<file path="config.mk">
export PLATFORM = sky130hd
export DESIGN_NAME = audio_nios_sample_reader
export DESIGN_NICKNAME = d
export VERILOG_FILES = /design/src/rtl/audio_nios_sample_reader.sv
export SDC_FILE = /design/constraint.sdc
export NUM_CORES = 1
export LEC_CHECK = 0
export ABC_AREA = 1
export CAP_MARGIN = 20
export CORE_ASPECT_RATIO = 0.6
export CORE_MARGIN = 2
export CORE_UTILIZATION = 33
export DETAILED_ROUTE_END_ITERATION = 10
export DONT_BUFFER_PORTS = 1
export SYNTH_ARGS = -nofsm -noshare
export SYNTH_HDL_FRONTEND = slang
export SYNTH_SLANG_ARGS = --single-unit
</file>
<file path="constraint.sdc">
create_clock -name clk -period 2.4 [get_ports clk]
set_input_delay 0.48 -clock clk [delete_from_list [all_inputs] [get_ports clk]]
set_output_delay 0.48 -clock clk [all_outputs]
set_load 0.005 [all_outputs]
</file>
<file path="src/rtl/audio_nios_sample_reader.sv">
// Avalon-MM read master that streams sample words from on-chip memory into a
// show-ahead FIFO, exposed to the audio path as a valid/ready source.
module audio_nios_sample_reader #(
  parameter int ADDR_W     = 17,
  parameter int FIFO_DEPTH = 8
) (
  input  logic              clk,
  input  logic              reset_n,
  input  logic              start,
  input  logic              stop,
  input  logic              loop,
  input  logic [ADDR_W-1:0] base_addr,
  input  logic [ADDR_W-1:0] length,
  output logic              busy,
  output logic              done,
  output logic [ADDR_W-1:0] avm_address,
  output logic              avm_read,
  input  logic              avm_waitrequest,
  input  logic [31:0]       avm_readdata,
  input  logic              avm_readdatavalid,
  output logic [31:0]       src_data,
  output logic              src_valid,
  input  logic              src_ready,
  output logic [1:0]        dbg_state
);

  localparam int PTR_W = $clog2(FIFO_DEPTH);
  localparam int CNT_W = $clog2(FIFO_DEPTH) + 1;
  localparam int SUM_W = CNT_W + 1;

  typedef enum logic [1:0] {
    S_IDLE  = 2'd0,
    S_RUN   = 2'd1,
    S_DRAIN = 2'd2
  } state_t;

  state_t            state;
  logic [ADDR_W-1:0] base_q;
  logic [ADDR_W-1:0] len_q;
  logic [ADDR_W-1:0] remaining;
  logic              loop_q;
  logic              stop_q;
  logic [CNT_W-1:0]  pending;
  logic [CNT_W-1:0]  fifo_count;
  logic [PTR_W-1:0]  wr_ptr;
  logic [PTR_W-1:0]  rd_ptr;
  logic [31:0]       mem [FIFO_DEPTH];

  logic              accept;
  logic              push;
  logic              pop;
  logic [CNT_W-1:0]  pend_nxt;
  logic [CNT_W-1:0]  cnt_nxt;
  logic              credit_nxt;

  // Handshakes: a read transfers on avm_read && !avm_waitrequest, and a
  // presented read stays put until it transfers; a stream word transfers on
  // src_valid && src_ready.
  always_comb begin
    accept     = avm_read && !avm_waitrequest;
    push       = avm_readdatavalid && (pending != '0);
    pop        = src_valid && src_ready;
    pend_nxt   = pending + {{(CNT_W-1){1'b0}}, accept} - {{(CNT_W-1){1'b0}}, push};
    cnt_nxt    = fifo_count + {{(CNT_W-1){1'b0}}, push} - {{(CNT_W-1){1'b0}}, pop};
    // Reserve FIFO space for every outstanding read so returns never overflow.
    credit_nxt = ({1'b0, pend_nxt} + {1'b0, cnt_nxt}) < SUM_W'(FIFO_DEPTH);
  end

  assign busy      = (state != S_IDLE);
  assign dbg_state = state;
  assign src_valid = (fifo_count != '0);
  assign src_data  = mem[rd_ptr];

  always_ff @(posedge clk or negedge reset_n) begin
    if (!reset_n) begin
      for (int i = 0; i < FIFO_DEPTH; i++) mem[i] <= '0;
      wr_ptr     <= '0;
      rd_ptr     <= '0;
      fifo_count <= '0;
    end else begin
      if (push) begin
        mem[wr_ptr] <= avm_readdata;
        wr_ptr      <= wr_ptr + PTR_W'(1);
      end
      if (pop) rd_ptr <= rd_ptr + PTR_W'(1);
      fifo_count <= cnt_nxt;
    end
  end

  always_ff @(posedge clk or negedge reset_n) begin
    if (!reset_n) begin
      state       <= S_IDLE;
      base_q      <= '0;
      len_q       <= '0;
      remaining   <= '0;
      loop_q      <= 1'b0;
      stop_q      <= 1'b0;
      pending     <= '0;
      avm_address <= '0;
      avm_read    <= 1'b0;
      done        <= 1'b0;
    end else begin
      done    <= 1'b0;
      pending <= pend_nxt;
      case (state)
        S_IDLE: begin
          if (start && (length != '0)) begin
            base_q      <= base_addr;
            len_q       <= length;
            loop_q      <= loop;
            stop_q      <= 1'b0;
            avm_address <= base_addr;
            remaining   <= length;
            avm_read    <= credit_nxt;
            state       <= S_RUN;
          end
        end
        S_RUN: begin
          if (avm_read && avm_waitrequest) begin
            // Stalled request is held; remember a stop until it transfers.
            if (stop) stop_q <= 1'b1;
          end else begin
            if (accept) begin
              avm_address <= avm_address + ADDR_W'(1);
              remaining   <= remaining - ADDR_W'(1);
            end
            if (stop || stop_q) begin
              avm_read <= 1'b0;
              stop_q   <= 1'b0;
              state    <= S_DRAIN;
            end else if (accept && (remaining == ADDR_W'(1))) begin
              if (loop_q) begin
                avm_address <= base_q;
                remaining   <= len_q;
                avm_read    <= credit_nxt;
              end else begin
                avm_read <= 1'b0;
                state    <= S_DRAIN;
              end
            end else begin
              avm_read <= credit_nxt;
            end
          end
        end
        S_DRAIN: begin
          if ((pending == '0) && (fifo_count == '0)) begin
            state <= S_IDLE;
            done  <= 1'b1;
          end
        end
        default: state <= S_IDLE;
      endcase
    end
  end

endmodule

</file>
; ---- Word level (Yosys, flattened, before mapping)
; Cells that the tools add are included.
[word_totals]
word_cells = 108
ff_bits = 344
output_inout_bits = 55
[classes]
bitwise = 2
eq_ne = 10
n_addsub = 9
reduce_logical = 22
muxes = 40
n_lt_le_gt_ge = 4
[op_table]
columns = cell, count
row1 = $bwmux W256, 1
row2 = $mux W17, 12
row3 = $bmux W32 S3, 1
row4 = $demux W32 S3, 1
row5 = $mux W32, 3
row6 = $pmux W17 S2, 2
row7 = $add A17 B1 Y17 const B, 1
row8 = $eq A17 B1 Y1 const B, 1
row9 = $reduce_bool A17 Y1, 1
row10 = $sub A17 B1 Y17 const B, 1
row11 = $mux W2, 6
row12 = $ne A3 B3 Y1 const B, 4
row13 = $mux W1, 11
row14 = $add A4 B1 Y4, 2
row15 = $ge A4 B4 Y1 const B, 2
row16 = $logic_and A1 B1 Y1, 8
row17 = $logic_not A4 Y1, 2
row18 = $not A3 Y4, 2
row19 = $reduce_bool A4 Y1, 2
row20 = $sub A4 B1 Y4, 2
row21 = $add A3 B1 Y3 const B, 2
row22 = $ne A2 B2 Y1 const B, 3
row23 = $pmux W2 S3, 1
row24 = $add A4 B4 Y5, 1
row25 = other kinds (13), 15

; ---- Longest topological paths before layout
[depth]
depth_word = 11
ltp_mapped = 19
depth_no_buf = 18

; ---- Least setup slack after synthesis
; OpenSTA, ideal clock, no wires.
[synth_path]
path_kind = flip-flop to flip-flop
startpoint = register pending[2]
endpoint = register avm_read
t_required_ps = 2317
slack_ps = -311
setup_time_ps = 83
path_stages_with_launch = 19
n_path_buf = 1
t_arrival_ps = 2628
cell_sequence = dfrtp_1 inv_1 ha_1 nand2_1 nand2_1 inv_2 buf_6 nor2_1 inv_1 nand2_1 ha_1 inv_1 fa_1 xnor2_1 ha_1 a21boi_0 nor4_1 nand3_1 o21ai_0
[synth_between]
elab_chain_cells = 11
elab_cells_between_ends = 14
[synth_lines]
columns = item, line
row1 = "start, declared", 43  ; logic [CNT_W-1:0] pending;
row2 = "start signal, assigned", 104  ; pending <= pend_nxt;
row3 = $reduce_bool A4 Y1 *, 61  ; push = avm_readdatavalid && (pending != '0);
row4 = $logic_and A1 B1 Y1 *, 61
row5 = $add A4 B1 Y4 *, 64  ; cnt_nxt = fifo_count + {{(CNT_W-1){1'b0}}, push} - {{(CNT_W-1){1'b0}}, pop};
row6 = $sub A4 B1 Y4 *, 64
row7 = named net cnt_nxt[2], 53  ; logic [CNT_W-1:0] cnt_nxt;
row8 = $add A4 B4 Y5 *, 66  ; credit_nxt = ({1'b0, pend_nxt} + {1'b0, cnt_nxt}) < SUM_W'(FIFO_DEPTH);
row9 = $lt A5 B4 Y1 *, 66
row10 = $mux W1, 132  ; if (loop_q) begin
row11 = $mux W1, 131  ; end else if (accept && (remaining == ADDR_W'(1))) begin
row12 = $mux W1, 127  ; if (stop || stop_q) begin
row13 = $mux W1, 119  ; if (avm_read && avm_waitrequest) begin
row14 = $pmux W1 S2 *, 105  ; case (state)
row15 = "end signal, assigned", 114  ; avm_read <= credit_nxt;
row16 = "end signal, assigned", 135  ; avm_read <= credit_nxt;
row17 = "end signal, assigned", 141  ; avm_read <= credit_nxt;
row18 = "end, declared", 17  ; output logic avm_read,
; Mark *: on every way through the listed nets, which the timed path passes. The rest lies on a longest branch. The select of a mux whose other input is x is not followed.
; A chain may end at the register's enable or synchronous reset.

; ---- Worst setup path after layout
[layout_path]
startpoint = register rd_ptr[0]
endpoint = output src_data[10]
[layout_between]
elab_chain_cells = 4
[layout_lines]
columns = item, line
row1 = "start, declared", 46  ; logic [PTR_W-1:0] rd_ptr;
row2 = "start signal, assigned", 85  ; if (pop) rd_ptr <= rd_ptr + PTR_W'(1);
row3 = $not A3 Y4 (not written as such), 72  ; assign src_data = mem[rd_ptr];
row4 = $bmux W32 S3, 72
row5 = $mux W32 (not written as such) (2 in a row), 72
row6 = "end, declared", 21  ; output logic [31:0] src_data,
; No other way between the ends. The select of a mux whose other input is x is not followed.

==> results.cfg <==
[status]
status = finished, violations left
violations = negative hold slack, negative setup slack

[global_routing]
grt_start_max_net_pins = 345
grt_pass1_wl_um = 82900
grt-ovfl-total = 0
track_usage = 0.200
grt_pass1_vias = 14100
antenna_found_initial = 0

[worst_setup_path]
ff2ff_path_depth = 17
crit_type = reg -> out
reg2reg_from = pending[3]$_DFF_PN0_
cp-start-kind = register
rr_endpoint = avm_read$_DFFE_PN0P_
reg2reg_slack_ns = -0.15
end_kind = output port
critPathMaxFanout = 7
arrival_ns = 2.09
crit_required_ns = 1.92

[synth]
synth_edf_count = 0
synth.top_cells.by_count = nand2_1, o21ai_0, nor2_1, dfrtp_1, inv_1
synthDistinctLibCells = 38
post-synth-top-count-cell = nand2_1
yosysTopAreaCell = dfrtp_1
syn_area_sq_mm = 0.0169
syn_area_per_cell_sq_um = 7.95
ys_ff_latch = 344
synth.top_cells.by_area = dfrtp_1, o21ai_0, nand2_1, nor2_1, inv_1
syn_inst = 2125
async_flop_share = 1.00
seq_area_frac_synth = 0.510
syn-num-nets = 2217
ys_warn_count = 0
synth_top_area_frac = 0.510
synth-main-ff-cell = dfrtp_1

[floorplanning]
die_h_um = 179
ios = 129
die_w_um = 296
start_util = 0.333
rows = 64
die-area_sq_mm = 0.0531
coreArea_sq_mm = 0.0508

[routing]
drt_wl_total_um = 54100
wl_per_cell_um = 18.7
drtIter0Drc = 1563
detail-route-antenna-nets = 0
vias = 15100
drc = 0
viasPerCell = 5.23
first_pass_iters = 6

[finish]
synthToLayoutAreaGrowth_pct = 27.9
fin_cells = 2887
nets = 2258
diodes = 0
fin_util = 0.426
drive_gt1_frac = 0.194

[sta]
period_needed_ns = 2.57
finalWorstSetupSlack_ns = -0.172
slew_headroom = 0.424
worstMarginPinSlew_ns = 0.865
hold_violations = 344
period_share = 1.07
finalMaxSlewViolations = 0
whs_ns = -0.368
fmax_mhz = 389
setup_viol = 33
rsz0062_at_grt = true
skew_ns = 0.0246

[power]
power_leakage_nw = 9.82
vdd_drop_max_mv = 0.665
p_per_area_mw_per_mm2 = 1540
total_power_w = 0.0334

[cts]
numCtsBuffers = 37
cts-root-buf = clkbuf_16
cts-htree-levels = 2
clk_pin_slew_worst_paths_ns = 0.07
clockBufferDepth = 3
cts.sinks = 344
insertion_delay_ns = 0.55
cts_tree = built

[placement]
dp_hpwl_um = 29700
port_buffers = 0
gp_congestion = 0.880
dp.cells = 2751
dp_slack_ns = -0.340

[min_path]
min_path_type = in -> async

[flow_run]
maxCapViolations = 0
cells in the final DEF (no fill, tap or decap), types with 4 or more instances in the layout:
cell / instances
buf_4: 47
xnor2_1: 4
a31oi_1: 13
buf_6: 7
nand2_2: 8
ha_1: 12
nand2_1: 444
nor3_1: 8
o21ai_4: 5
buf_12: 41
nor2_2: 45
nand4_2: 5
nor2_4: 48
buf_8: 8
inv_1: 117
nand3_1: 76
nand3b_1: 5
nor2_1: 267
xor2_1: 8
inv_2: 11
o22ai_1: 12
o211ai_1: 4
a21oi_1: 49
clkbuf_1: 6
o21ai_2: 40
buf_16: 23
nand4_1: 9
a31oi_4: 4
dfrtp_1: 342
a31oi_2: 15
o21ai_1: 67
clkbuf_8: 7
nand4_4: 5
clkinv_2: 7
o21ai_0: 322
o22ai_2: 20
nand2_4: 5
clkbuf_16: 42
routing by layer:
layer  global-route usage  up-vias  share of wire
li1                     -     7097              -
met1                0.304     7400           0.47
met2                0.290      527           0.43
met3               0.0372       69          0.079
met4               0.0476        0          0.017
met5                    0        -              0
how the worst max path moves through the flow:
stage	slack, ns	cells past startpoint	startpoint	to
after global placement	-0.26	16	fifo_count[2]$_DFF_PN0_	avm_read$_DFFE_PN0P_
after floorplan	-0.22	18	pending[2]$_DFF_PN0_	avm_read$_DFFE_PN0P_
after detailed placement	-0.34	17	fifo_count[2]$_DFF_PN0_	avm_read$_DFFE_PN0P_
after global routing	-0.31	17	pending[2]$_DFF_PN0_	avm_read$_DFFE_PN0P_
final	-0.17	8	rd_ptr[0]$_DFFE_PN0P_	src_data[10]
after CTS	-0.27	18	pending[2]$_DFF_PN0_	avm_read$_DFFE_PN0P_
cells by family (layout without fill, tap and decap cells):
group / count (synthesis) / after routing / share of synthesized area
AND/OR/NAND/NOR: 932 / 932 / 0.233
AO/OA/AOI/OAI: 554 / 554 / 0.170
flip-flops: 344 / 344 / 0.510
buffers and inverters: 264 / 333 / 0.0664
adder cells (fa/ha/maj): 18 / 18 / 0.0142
XOR/XNOR: 13 / 13 / 0.00674
flip-flops by register name (all words and copies together) (netlist names):
signal	cells
mem	256
avm_address	17
base_q	17
len_q	17
remaining	17
fifo_count	4
pending	4
rd_ptr	3
wr_ptr	3
dbg_state	2
avm_read	1
done	1
loop_q	1
stop_q	1
final cells by class:
cell class	instances	area (sq um)
timing repair buffer	133	2200
clock inverter	17	195
multi-input combinational	1517	8150
fill	4918	29200
sequential	344	8610
clock buffer	50	1040
inverter	133	544
tap	693	867
timing repair:
action,4_1_cts,5_1_grt
setup endpoints to repair,33,33
endpoints found under the hold margin,344,344
cloned,28,5
setup buffers,35,12
gates resized for setup,250,164
pin swaps,106,98
worst max-delay path: stages, from the launching register on:
cell     delay (ns)
dfrtp_4        0.44
buf_6          0.12
buf_12         0.14
buf_16         0.18
buf_12         0.15
o21ai_2        0.06
o22ai_2        0.15
nor2_1         0.05
a31oi_1        0.25
metrics by stage:
stage | instance area [sq um] | setup TNS (ns)
after floorplan | 16900 | -0.217
after global placement | 18000 | -0.262
after detailed placement | 18000 | -0.340
after CTS | 21100 | -4.53
after global routing | 21600 | -6.15
final | 21600 | -3.65
where the power goes:
group	total, W	leakage [nW]	internal [W]	switching [W]
clock network	0.00600	0.611	0.00342	0.00258
registers	0.0105	4.28	0.00847	0.00206
logic	0.0168	4.93	0.00748	0.00936
total	0.0334	9.82	0.0194	0.0140
No activity file was read; power rests on OpenSTA's default activity.
